`src/rtl/uart_cmd_pkg.sv`:
```
`default_nettype none
// ============================================================================
// Module      : uart_cmd_pkg
// Description : Shared definitions for the UART command-line parser:
//               FSM state encoding, ASCII constants, reply selection and
//               reply byte generation.
// Revision    : 1.0 - initial release
// ============================================================================
package uart_cmd_pkg;

    // Parser FSM states
    typedef enum logic [1:0] {
        ST_COLLECT = 2'd0,
        ST_EXEC    = 2'd1,
        ST_RESP    = 2'd2
    } state_t;

    // Reply selected by the decoder
    typedef enum logic [1:0] {
        RPL_OK    = 2'd0,
        RPL_QUERY = 2'd1,
        RPL_ERR   = 2'd2
    } reply_t;

    // ASCII constants
    localparam logic [7:0] c_ascii_cr    = 8'h0D;
    localparam logic [7:0] c_ascii_lf    = 8'h0A;
    localparam logic [7:0] c_ascii_bs    = 8'h08;
    localparam logic [7:0] c_ascii_l     = 8'h4C;
    localparam logic [7:0] c_ascii_qmark = 8'h3F;
    localparam logic [7:0] c_ascii_0     = 8'h30;
    localparam logic [7:0] c_ascii_1     = 8'h31;
    localparam logic [7:0] c_ascii_o     = 8'h4F;
    localparam logic [7:0] c_ascii_k     = 8'h4B;
    localparam logic [7:0] c_ascii_e     = 8'h45;

    // Reply lengths in bytes
    localparam logic [2:0] c_len_ok    = 3'd4;
    localparam logic [2:0] c_len_query = 3'd6;
    localparam logic [2:0] c_len_err   = 3'd3;

    function automatic logic [2:0] reply_len(input reply_t sel);
        logic [2:0] len;
        case (sel)
            RPL_OK:    len = c_len_ok;
            RPL_QUERY: len = c_len_query;
            default:   len = c_len_err;
        endcase
        return len;
    endfunction

    function automatic logic [7:0] led_digit(input logic bit_val);
        return bit_val ? c_ascii_1 : c_ascii_0;
    endfunction

    // Byte number idx of the selected reply; the query reply reports led
    function automatic logic [7:0] reply_byte(input reply_t     sel,
                                              input logic [2:0] idx,
                                              input logic [2:0] led);
        logic [7:0] b;
        b = c_ascii_lf;
        case (sel)
            RPL_OK: begin
                case (idx)
                    3'd0:    b = c_ascii_o;
                    3'd1:    b = c_ascii_k;
                    3'd2:    b = c_ascii_cr;
                    default: b = c_ascii_lf;
                endcase
            end
            RPL_QUERY: begin
                case (idx)
                    3'd0:    b = c_ascii_l;
                    3'd1:    b = led_digit(led[2]);
                    3'd2:    b = led_digit(led[1]);
                    3'd3:    b = led_digit(led[0]);
                    3'd4:    b = c_ascii_cr;
                    default: b = c_ascii_lf;
                endcase
            end
            default: begin
                case (idx)
                    3'd0:    b = c_ascii_e;
                    3'd1:    b = c_ascii_cr;
                    default: b = c_ascii_lf;
                endcase
            end
        endcase
        return b;
    endfunction

endpackage
`default_nettype wire

```
`src/rtl/uart_cmd_txfifo.sv`:
```
`default_nettype none
// ============================================================================
// Module      : uart_cmd_txfifo
// Description : First-word fall-through byte FIFO feeding the UART TX path.
//               A push is accepted only while not full (checked before any
//               same-cycle pop); push+pop on a non-empty FIFO keeps the count.
// Ports       : clk, rst          - clock, synchronous active-high reset
//               i_push/i_push_data - write request and byte
//               i_pop              - read request (head is o_pop_data)
//               o_full/o_empty     - occupancy flags
// Revision    : 1.0 - initial release
// ============================================================================
module uart_cmd_txfifo #(
    parameter int DEPTH = 8
) (
    input  logic       clk,
    input  logic       rst,
    input  logic       i_push,
    input  logic [7:0] i_push_data,
    input  logic       i_pop,
    output logic [7:0] o_pop_data,
    output logic       o_full,
    output logic       o_empty
);

    localparam int AW = $clog2(DEPTH);
    localparam logic [AW:0] c_depth = (AW+1)'(DEPTH);

    logic [7:0]    r_mem [DEPTH];
    logic [AW-1:0] r_wr_ptr;
    logic [AW-1:0] r_rd_ptr;
    logic [AW:0]   r_count;

    logic w_do_push;
    logic w_do_pop;

    assign o_full     = (r_count == c_depth);
    assign o_empty    = (r_count == '0);
    assign w_do_push  = i_push && !o_full;
    assign w_do_pop   = i_pop && !o_empty;
    assign o_pop_data = r_mem[r_rd_ptr];

    always_ff @(posedge clk) begin
        if (rst) begin
            r_wr_ptr <= '0;
            r_rd_ptr <= '0;
            r_count  <= '0;
        end else begin
            // Pointers are log2(DEPTH) wide so they wrap naturally
            if (w_do_push) r_wr_ptr <= r_wr_ptr + AW'(1);
            if (w_do_pop)  r_rd_ptr <= r_rd_ptr + AW'(1);
            case ({w_do_push, w_do_pop})
                2'b10:   r_count <= r_count + (AW+1)'(1);
                2'b01:   r_count <= r_count - (AW+1)'(1);
                default: r_count <= r_count;
            endcase
        end
    end

    // Storage carries no reset; only the pointers define validity
    always_ff @(posedge clk) begin
        if (w_do_push) r_mem[r_wr_ptr] <= i_push_data;
    end

endmodule
`default_nettype wire

```
`src/rtl/uart_cmd_parser.sv`:
```
`default_nettype none
// ============================================================================
// Module      : uart_cmd_parser
// Description : Collects received bytes into a line buffer, decodes the line
//               on CR ("Lddd" sets the LEDs, "?" queries them), and streams
//               an ASCII reply into a TX FIFO.
//               Build option: define CMD_ECHO_EN to echo every accepted byte
//               (except LF) into the TX FIFO; rx_ready then also waits for
//               FIFO space.
// Ports       : clk, rst            - clock, synchronous active-high reset
//               rx_valid/rx_ready/rx_data - received byte stream
//               tx_valid/tx_ready/tx_data - reply byte stream (FWFT)
//               led                 - LED state, led[2] is the first digit
//               busy                - high while executing or replying
//               err_pulse           - one cycle when an error reply is queued
// Revision    : 1.0 - initial release
// ============================================================================
module uart_cmd_parser
    import uart_cmd_pkg::*;
#(
    parameter int LINE_MAX  = 16,
    parameter int TXF_DEPTH = 8
) (
    input  logic       clk,
    input  logic       rst,
    input  logic       rx_valid,
    output logic       rx_ready,
    input  logic [7:0] rx_data,
    output logic       tx_valid,
    input  logic       tx_ready,
    output logic [7:0] tx_data,
    output logic [2:0] led,
    output logic       busy,
    output logic       err_pulse
);

    localparam int CW = $clog2(LINE_MAX + 1);
    localparam logic [CW-1:0] c_line_max = CW'(LINE_MAX);

    state_t        r_state;
    state_t        w_state_next;
    logic [7:0]    r_buf [LINE_MAX];
    logic [CW-1:0] r_count;
    logic          r_ovf;
    logic [2:0]    r_led;
    reply_t        r_reply_sel;
    logic [2:0]    r_reply_idx;

    logic       w_rx_fire;
    logic       w_is_cr;
    logic       w_is_lf;
    logic       w_is_bs;
    logic       w_store;
    logic       w_push;
    logic [7:0] w_push_data;
    logic       w_fifo_full;
    logic       w_fifo_empty;
    logic       w_err_pulse;
    logic       w_digits_ok;
    logic       w_dec_none;
    reply_t     w_dec_sel;
    logic [2:0] w_new_led;

    // ------------------------------------------------------------------
    // Receive side
    // ------------------------------------------------------------------
`ifdef CMD_ECHO_EN
    // Every echoed byte needs a FIFO slot, so hold off the sender when full
    assign rx_ready = (r_state == ST_COLLECT) && !w_fifo_full;
`else
    assign rx_ready = (r_state == ST_COLLECT);
`endif

    assign w_rx_fire = rx_valid && rx_ready;
    assign w_is_cr   = (rx_data == c_ascii_cr);
    assign w_is_lf   = (rx_data == c_ascii_lf);
    assign w_is_bs   = (rx_data == c_ascii_bs);
    assign w_store   = w_rx_fire && !w_is_cr && !w_is_lf && !w_is_bs
                       && (r_count < c_line_max);

    // ------------------------------------------------------------------
    // Line decode (meaningful in EXEC)
    // ------------------------------------------------------------------
    assign w_digits_ok = ((r_buf[1] == c_ascii_0) || (r_buf[1] == c_ascii_1)) &&
                         ((r_buf[2] == c_ascii_0) || (r_buf[2] == c_ascii_1)) &&
                         ((r_buf[3] == c_ascii_0) || (r_buf[3] == c_ascii_1));
    // ASCII '0'/'1' differ only in bit 0
    assign w_new_led   = {r_buf[1][0], r_buf[2][0], r_buf[3][0]};
    assign w_dec_none  = (r_count == '0) && !r_ovf;

    always_comb begin
        w_dec_sel = RPL_ERR;
        if (r_ovf) begin
            w_dec_sel = RPL_ERR;
        end else if ((r_count == CW'(4)) && (r_buf[0] == c_ascii_l) && w_digits_ok) begin
            w_dec_sel = RPL_OK;
        end else if ((r_count == CW'(1)) && (r_buf[0] == c_ascii_qmark)) begin
            w_dec_sel = RPL_QUERY;
        end
    end

    // ------------------------------------------------------------------
    // FSM
    // ------------------------------------------------------------------
    always_ff @(posedge clk) begin
        if (rst) r_state <= ST_COLLECT;
        else     r_state <= w_state_next;
    end

    always_comb begin
        w_state_next = r_state;
        w_push       = 1'b0;
        w_push_data  = 8'h00;
        w_err_pulse  = 1'b0;
        case (r_state)
            ST_COLLECT: begin
                if (w_rx_fire) begin
`ifdef CMD_ECHO_EN
                    if (!w_is_lf) begin
                        w_push      = 1'b1;
                        w_push_data = rx_data;
                    end
`endif
                    if (w_is_cr) w_state_next = ST_EXEC;
                end
            end
            ST_EXEC: begin
                w_err_pulse  = !w_dec_none && (w_dec_sel == RPL_ERR);
                w_state_next = w_dec_none ? ST_COLLECT : ST_RESP;
            end
            ST_RESP: begin
                w_push_data = reply_byte(r_reply_sel, r_reply_idx, r_led);
                if (!w_fifo_full) begin
                    w_push = 1'b1;
                    if (r_reply_idx == reply_len(r_reply_sel) - 3'd1)
                        w_state_next = ST_COLLECT;
                end
            end
            default: w_state_next = ST_COLLECT;
        endcase
    end

    // ------------------------------------------------------------------
    // Datapath registers
    // ------------------------------------------------------------------
    always_ff @(posedge clk) begin
        if (rst) begin
            r_count     <= '0;
            r_ovf       <= 1'b0;
            r_led       <= 3'b000;
            r_reply_sel <= RPL_OK;
            r_reply_idx <= 3'd0;
        end else begin
            case (r_state)
                ST_COLLECT: begin
                    if (w_rx_fire && !w_is_cr && !w_is_lf) begin
                        if (w_is_bs) begin
                            if (r_count != '0) r_count <= r_count - CW'(1);
                        end else if (r_count < c_line_max) begin
                            r_count <= r_count + CW'(1);
                        end else begin
                            r_ovf <= 1'b1;
                        end
                    end
                end
                ST_EXEC: begin
                    r_count     <= '0;
                    r_ovf       <= 1'b0;
                    r_reply_sel <= w_dec_sel;
                    r_reply_idx <= 3'd0;
                    if (!w_dec_none && (w_dec_sel == RPL_OK)) r_led <= w_new_led;
                end
                ST_RESP: begin
                    if (w_push) r_reply_idx <= r_reply_idx + 3'd1;
                end
                default: ;
            endcase
        end
    end

    // Line buffer: written at the current count, no reset needed
    always_ff @(posedge clk) begin
        if (w_store) begin
            for (int i = 0; i < LINE_MAX; i++) begin
                if (r_count == CW'(i)) r_buf[i] <= rx_data;
            end
        end
    end

    // ------------------------------------------------------------------
    // TX FIFO
    // ------------------------------------------------------------------
    uart_cmd_txfifo #(
        .DEPTH (TXF_DEPTH)
    ) u_txfifo (
        .clk         (clk),
        .rst         (rst),
        .i_push      (w_push),
        .i_push_data (w_push_data),
        .i_pop       (tx_valid && tx_ready),
        .o_pop_data  (tx_data),
        .o_full      (w_fifo_full),
        .o_empty     (w_fifo_empty)
    );

    assign tx_valid  = !w_fifo_empty;
    assign led       = r_led;
    assign busy      = (r_state != ST_COLLECT);
    assign err_pulse = w_err_pulse;

endmodule
`default_nettype wire

```
`config.mk`:
```
export PLATFORM = sky130hd
export DESIGN_NAME = uart_cmd_parser
export DESIGN_NICKNAME = d
export VERILOG_FILES = /design/src/rtl/uart_cmd_pkg.sv /design/src/rtl/uart_cmd_txfifo.sv /design/src/rtl/uart_cmd_parser.sv
export SDC_FILE = /design/constraint.sdc
export NUM_CORES = 1
export LEC_CHECK = 0
export ABC_CLOCK_PERIOD_IN_PS = 2660
export BUFFER_PORTS_ARGS = -buffer_cell sky130_fd_sc_hd__buf_2
export CAP_MARGIN = 20
export CORE_MARGIN = 1.5
export CORE_UTILIZATION = 50
export DETAILED_ROUTE_END_ITERATION = 7
export PLACE_DENSITY = 0.7
export SLEW_MARGIN = 25
export SYNTH_ARGS = -nofsm -noshare
export SYNTH_HDL_FRONTEND = slang
export SYNTH_SLANG_ARGS = --single-unit
```
`constraint.sdc`:
```
create_clock -name clk -period 2.66 [get_ports clk]
set_input_delay 0.532 -clock clk [delete_from_list [all_inputs] [get_ports clk]]
set_output_delay 0.532 -clock clk [all_outputs]
set_load 0.005 [all_outputs]
```
Word level (Yosys, flattened, before mapping)
Memory sizes are Yosys's and may differ from the RTL's. A register that Yosys moved wholly into a read port is not among the register bits.
Cells that the tools add are included.
{"block": "op_classes", "n_addsub": 8, "n_mul": 0, "div_mod_pow": 0, "order_cmp": 1, "n_eq_ne": 48, "shift": 0, "n_mux": 132, "bitwise": 0, "reduce_logical": 57}
{"cell": "8-bit 2-to-1 mux", "n": 16}
{"cell": "8-bit OR reduction", "n": 15}
{"cell": "1-bit 2-to-1 mux", "n": 74}
{"cell": "4-bit 2-to-1 mux", "n": 15}
{"cell": "8-bit by 6-bit == test with 1-bit output (second input constant)", "n": 7}
{"cell": "5-bit by 4-bit == test with 1-bit output (second input constant)", "n": 8}
{"cell": "7-bit case mux with 5 select lines", "n": 1}
{"cell": "8-bit by 4-bit == test with 1-bit output (second input constant)", "n": 3}
{"cell": "7-bit case mux with 3 select lines", "n": 1}
{"cell": "5-bit by 3-bit == test with 1-bit output (second input constant)", "n": 4}
{"cell": "5-bit 2-to-1 mux", "n": 4}
{"cell": "1-bit logical AND", "n": 16}
{"cell": "2-bit 2-to-1 mux", "n": 8}
{"cell": "8-bit case mux with 2 select lines", "n": 1}
{"cell": "3-bit 2-to-1 mux", "n": 5}
{"cell": "7-bit case mux with 2 select lines", "n": 1}
{"cell": "3-bit case mux with 2 select lines", "n": 2}
{"cell": "4-bit AND reduction", "n": 3}
{"cell": "5-bit by 2-bit == test with 1-bit output (second input constant)", "n": 2}
{"cell": "5-bit case mux with 2 select lines", "n": 1}
{"cell": "3-bit by 1-bit adder with 3-bit output (second input constant)", "n": 3}
{"cell": "8-bit by 7-bit == test with 1-bit output (second input constant)", "n": 1}
{"cell": "2-bit by 1-bit inequality test with 1-bit output (second input constant)", "n": 4}
{"cell": "2-bit inequality test (second input constant)", "n": 4}
{"cell": "other kinds (28)", "n": 47}
{"block": "word_totals", "ff_bits": 26, "latchBits": 0, "ramBits": 192, "mem_bits_ro": 0, "out_inout_bits": 15, "wordCells": 257, "n_memories": 2}
{"memory": "r_buf", "depth": 16, "width": 8, "read_ports": 4, "rd_ports_with_merged_regs": 0, "write_ports": 1, "line": "uart_cmd_parser.sv:42", "rtl": "logic [7:0] r_buf [LINE_MAX];"}
{"memory": "u_txfifo.r_mem", "depth": 8, "width": 8, "read_ports": 1, "rd_ports_with_merged_regs": 1, "write_ports": 1, "line": "uart_cmd_txfifo.sv:29", "rtl": "logic [7:0] r_mem [DEPTH];"}

Longest topological paths before layout
{"block": "logic_depth", "ltp_word": 24, "depth_mapped": 11}

Cells and area by module
Synthesis repeated with hierarchy kept, for this count alone.
{"block": "unflattened", "cells_unflattened": 374, "hier_area_um2": 5440.2}
{"module": "uart_cmd_txfifo", "instances": 1, "cells_each": 167, "area_per_inst_um2": 3151.8, "seq_area_each_um2": 2182.1}
{"module": "uart_cmd_parser", "instances": 1, "cells_each": 207, "area_per_inst_um2": 2288.4, "seq_area_each_um2": 1281.2}

Least setup slack after synthesis
No wires, ideal clock.
{"block": "synth_timing", "path_kind": "reg2reg", "from": "register r_state[0]", "to": "register u_txfifo.r_count[3]", "arrival_ps": 2444, "required_time_ps": 2589, "slack_ps": 146, "stages_incl_launch_ff": 11, "path_buffers": 0, "cell_sequence": "dfxtp_1 -> nand2b_1 -> a21oi_1 -> inv_1 -> ha_1 -> ha_1 -> a21o_1 -> a21oi_1 -> xnor2_1 -> or3_1 -> a21oi_1"}
{"block": "synth_via", "elab_chain_len": 5, "word_cells_on_any_way": 7}
{"element": "from (decl)", "line": "uart_cmd_parser.sv:40", "rtl": "state_t r_state;"}
{"element": "from (signal assigned)", "line": "uart_cmd_parser.sv:107", "rtl": "else r_state <= w_state_next;"}
{"element": "2-bit == test *", "line": "uart_cmd_parser.sv:115", "rtl": "case (r_state)"}
{"element": "1-bit 2-to-1 mux *", "line": "uart_cmd_parser.sv:115"}
{"element": "1-bit logical AND *", "line": "uart_cmd_txfifo.sv:39", "rtl": "assign w_do_push = i_push && !o_full;"}
{"element": "2-bit by 1-bit == test with 1-bit output or 2-bit == test (tied branches)", "line": "uart_cmd_txfifo.sv:52", "rtl": "case ({w_do_push, w_do_pop})"}
{"element": "4-bit case mux with 2 select lines or 2-bit nonzero test (tied branches)"}
{"element": "to (signal assigned)", "line": "uart_cmd_txfifo.sv:53", "rtl": "2'b10: r_count <= r_count + (AW+1)'(1);"}
{"element": "to (signal assigned)", "line": "uart_cmd_txfifo.sv:54", "rtl": "2'b01: r_count <= r_count - (AW+1)'(1);"}
{"element": "to (signal assigned)", "line": "uart_cmd_txfifo.sv:55", "rtl": "default: r_count <= r_count;"}
{"element": "to (decl)", "line": "uart_cmd_txfifo.sv:32", "rtl": "logic [AW:0] r_count;"}
Every way passes the cells marked *; elsewhere a longest branch is shown, timed or not.
A chain may end at the register's enable or synchronous reset.

Worst setup path after layout
{"block": "layout_timing", "from": "register r_count[0]", "to": "output err_pulse"}
{"block": "layout_via", "elab_chain_len": 8, "word_cells_on_any_way": 14}
{"element": "from (decl)", "line": "uart_cmd_parser.sv:43", "rtl": "logic [CW-1:0] r_count;"}
{"element": "from (signal assigned)", "line": "uart_cmd_parser.sv:158", "rtl": "if (r_count != '0) r_count <= r_count - CW'(1);"}
{"element": "from (signal assigned)", "line": "uart_cmd_parser.sv:160", "rtl": "r_count <= r_count + CW'(1);"}
{"element": "5-bit by 1-bit == test with 1-bit output or 5-bit by 3-bit == test with 1-bit output (tied branches)", "line": "uart_cmd_parser.sv:97, uart_cmd_parser.sv:95"}
{"element": "1-bit logical AND, on equally long branches", "line": "uart_cmd_parser.sv:97, uart_cmd_parser.sv:95"}
{"element": "2-bit 2-to-1 mux or 1-bit logical AND (tied branches)", "line": "uart_cmd_parser.sv:97, uart_cmd_parser.sv:95"}
{"element": "2-bit 2-to-1 mux", "line": "uart_cmd_parser.sv:95", "rtl": "end else if ((r_count == CW'(4)) && (r_buf[0] == c_ascii_l) && w_digits_ok) begin"}
{"element": "2-bit 2-to-1 mux", "line": "uart_cmd_parser.sv:93", "rtl": "if (r_ovf) begin"}
{"element": "2-bit == test", "line": "uart_cmd_parser.sv:128", "rtl": "w_err_pulse = !w_dec_none && (w_dec_sel == RPL_ERR);"}
{"element": "1-bit logical AND *", "line": "uart_cmd_parser.sv:128"}
{"element": "1-bit 2-to-1 mux *", "line": "uart_cmd_parser.sv:115"}
{"element": "to (decl)", "line": "uart_cmd_parser.sv:34", "rtl": "output logic err_pulse"}
Marks and branches as above.

==> reports/qor.csv <==
metric,value,unit
initial antenna violation count,0,
Ant. Diodes,0,
Placed Instances,510,
maximum clock path buffer count,2,
core box area,9240,um^2
Final min period,2.53,ns
WL met3,282,um
peak supply drop,347,uV
max_slew headroom,0.443,
Routed WL per cell,16.2,um
Via-to-Cell Ratio,5.44,
metal2 WL,4.35,mm
CTS H-tree depth,3,
clk_skew,0.0150,ns
CTS tree,yes,
largest net degree at the start of global routing,30,
clock latency on the worst-skew pair,0.36,ns
Max Clk Rate,0.395,GHz
Netlist Area Pre-Place,4760,um^2
DRT iter0 DRCs,134,
Routed WL,8.54,mm
fin nets,421,
status,finished clean,
nature of the critical path endpoint,output port,
max-slew violation count,0,
Filler cells,722,
share of cells above drive strength 1,0.232,
vias in the first global route,2865,
die width,101,um
die area,10100,um^2
Max Cap Viol,0,
"Clk pin slew, worst setup/hold paths",0.11,ns
Starting Density,0.516,
std cell rows,35,
GRT overflow,0,
first-pass GRT wire length,14.0,mm
worst min path class,in -> reg,
via count,2864,
Synth async-reset ratio,0,
Pleak,1.87,nW
DP Wirelength,6.02,mm
final hold violation count,0,
Initial DRT Pass Iterations,4,
WS Path Type,reg -> out,
top routing layer used,met4,
"EDFF count, synth",80,
Hold WS,0.419,ns
Critical Path Start Type,flop,
Cell Pwr Density,553,nW/um^2
unrepaired setup endpoints after global routing,true,
total global-route track usage,0.183,
met1 WL,3.80,mm
"commonest non-fill, non-tap cell in the layout",edfxtp_1,
Ports,27,
TritonCTS Sinks,109,
Die Y,101,um
Synth-to-Final Area Change,11.7,%
Mapped Cells,355,
Ys Warns,0,
DRC viols,0,
fin crit share,0.952,
root buf cell,clkbuf_8,
Synth Flop Type,edfxtp_1,
most frequent cells in the layout,"80 x edfxtp_1, 34 x nor2_1, 27 x dfxtp_1",
Worst EP required,2.13,ns
Final GP Congestion,0.968,
worst-path fanout max,5,
Synthesized Nets,384,
number of synthesized register bits,109,
Final ANT Viol Nets,0,
post-synthesis sequential area ratio,0.626,
final setup fails,0,
"Avg Cell Area, Syn",13.4,um^2
Final Non-Filler Cells,526,
crit path DAT,2.00,ns
post-synth cell types,55,
input/output buffers,25,
worst slew pin tran,0.829,ns
Num CTS Buffers,9,
==> state kept, by name (all words and copies together), names as in the netlist, 3 cells and up, named ones only <==
name,flops
u_txfifo.r_mem,48
r_buf,32
r_count,5
u_txfifo.r_count,4
led,3
r_reply_idx,3
u_txfifo.r_rd_ptr,3
u_txfifo.r_wr_ptr,3
==> report_power, final <==
part / internal, mW / switching (mW) / total [mW]
Clock: 0.375 / 0.609 / 0.984
Combinational: 0.0401 / 0.0655 / 0.106
Sequential: 1.84 / 0.0125 / 1.85
Total: 2.25 / 0.687 / 2.94
==> cell type report <==
| type | instances | area, um^2 | share of cell area |
|---|---|---|---|
| Sequential cell | 109 | 2990 | 0.561 |
| Multi-Input combinational cell | 223 | 1710 | 0.322 |
| Timing Repair Buffer | 37 | 215 | 0.0405 |
| Tap cell | 129 | 161 | 0.0303 |
| Clock buffer | 9 | 124 | 0.0233 |
| Clock inverter | 7 | 75.1 | 0.0141 |
| Inverter | 12 | 45.0 | 0.00847 |
==> worst max-delay path: stages, from the launching register on <==
cell and delay [ns]:
dfxtp_2 0.36, inv_2 0.10, ha_1 0.17, or4b_4 0.48, o21ai_2 0.16, o21bai_4 0.16, nor2_1 0.08, buf_2 0.13
==> repair_timing <==
action | in CTS | in global routing
setup endpoints to repair | 1 | 2
pin swaps | 1 | 1
hold buffers | 0 | 0
resized for setup | 4 | 7
endpoints found under the hold margin | 0 | 0
buffers inserted | 0 | 0
==> worst paths after layout <==
| path | start | to | slack, ns | cells past startpoint |
|---|---|---|---|---|
| max | r_count[0] | err_pulse | 0.13 | 7 |
| min | rx_data[6] | r_buf[0][30] | 0.42 | 1 |
| max reg2reg | u_txfifo.r_count[0] | u_txfifo.r_count[3] | 0.19 | 11 |
| min reg2reg | u_txfifo.r_rd_ptr[1] | u_txfifo.r_rd_ptr[1] | 0.50 | 2 |
==> Yosys cell counts (3+ instances only) <==
master | n | area [um^2]
a21oi_1 | 21 | 105
a31oi_1 | 6 | 37.5
and3_1 | 5 | 31.3
clkbuf_1 | 5 | 18.8
dfxtp_1 | 29 | 581
edfxtp_1 | 80 | 2400
ha_1 | 16 | 200
inv_1 | 12 | 45.0
mux2_2 | 6 | 67.6
mux4_2 | 12 | 270
nand2_1 | 24 | 90.1
nand2b_1 | 6 | 37.5
nand3_1 | 9 | 45.0
nand4_1 | 4 | 25.0
nor2_1 | 34 | 128
nor2b_1 | 4 | 25.0
nor3_1 | 13 | 65.1
nor4bb_1 | 3 | 30.0
o21ai_0 | 7 | 35.0
o21ai_1 | 4 | 20.0
or3_1 | 3 | 18.8
or4_1 | 4 | 30.0
xor2_1 | 6 | 52.6
==> per-stage QoR <==
stage	instance area (um^2)	setup TNS [ns]	setup slack, ns	util	total power [mW]
detailed placement	5080	0	0.148	0.550	1.99
global placement	5080	0	0.273	0.550	1.99
floorplan	4760	0	0.146	-	1.95
global route	5320	-0.0236	-0.0236	0.576	3.04
CTS	5300	0	0.0156	0.573	2.96
finish	5320	0	0.127	0.576	2.94
==> metal layers <==
metal | GRT usage | vias to the layer above
met5 | 0 | -
met4 | 0.0704 | 0
met3 | 0.0347 | 8
met2 | 0.314 | 61
met1 | 0.229 | 1389
li1 | - | 1406
==> kinds of logic (layout without fill, tap and decap cells) <==
kind of cell    Yosys count  after routing  share of synthesized area
compound gates           50             50                     0.0675
xor+xnor                  8              8                     0.0147
fa+ha+maj                17             17                     0.0462
buf+inv                  23             65                     0.0215
flops                   109            109                      0.626
mux                      21             21                     0.0783
other cells               1              1                   0.000787
simple gates            126            126                      0.145
Note: power is estimated with default switching activity, not from simulation.
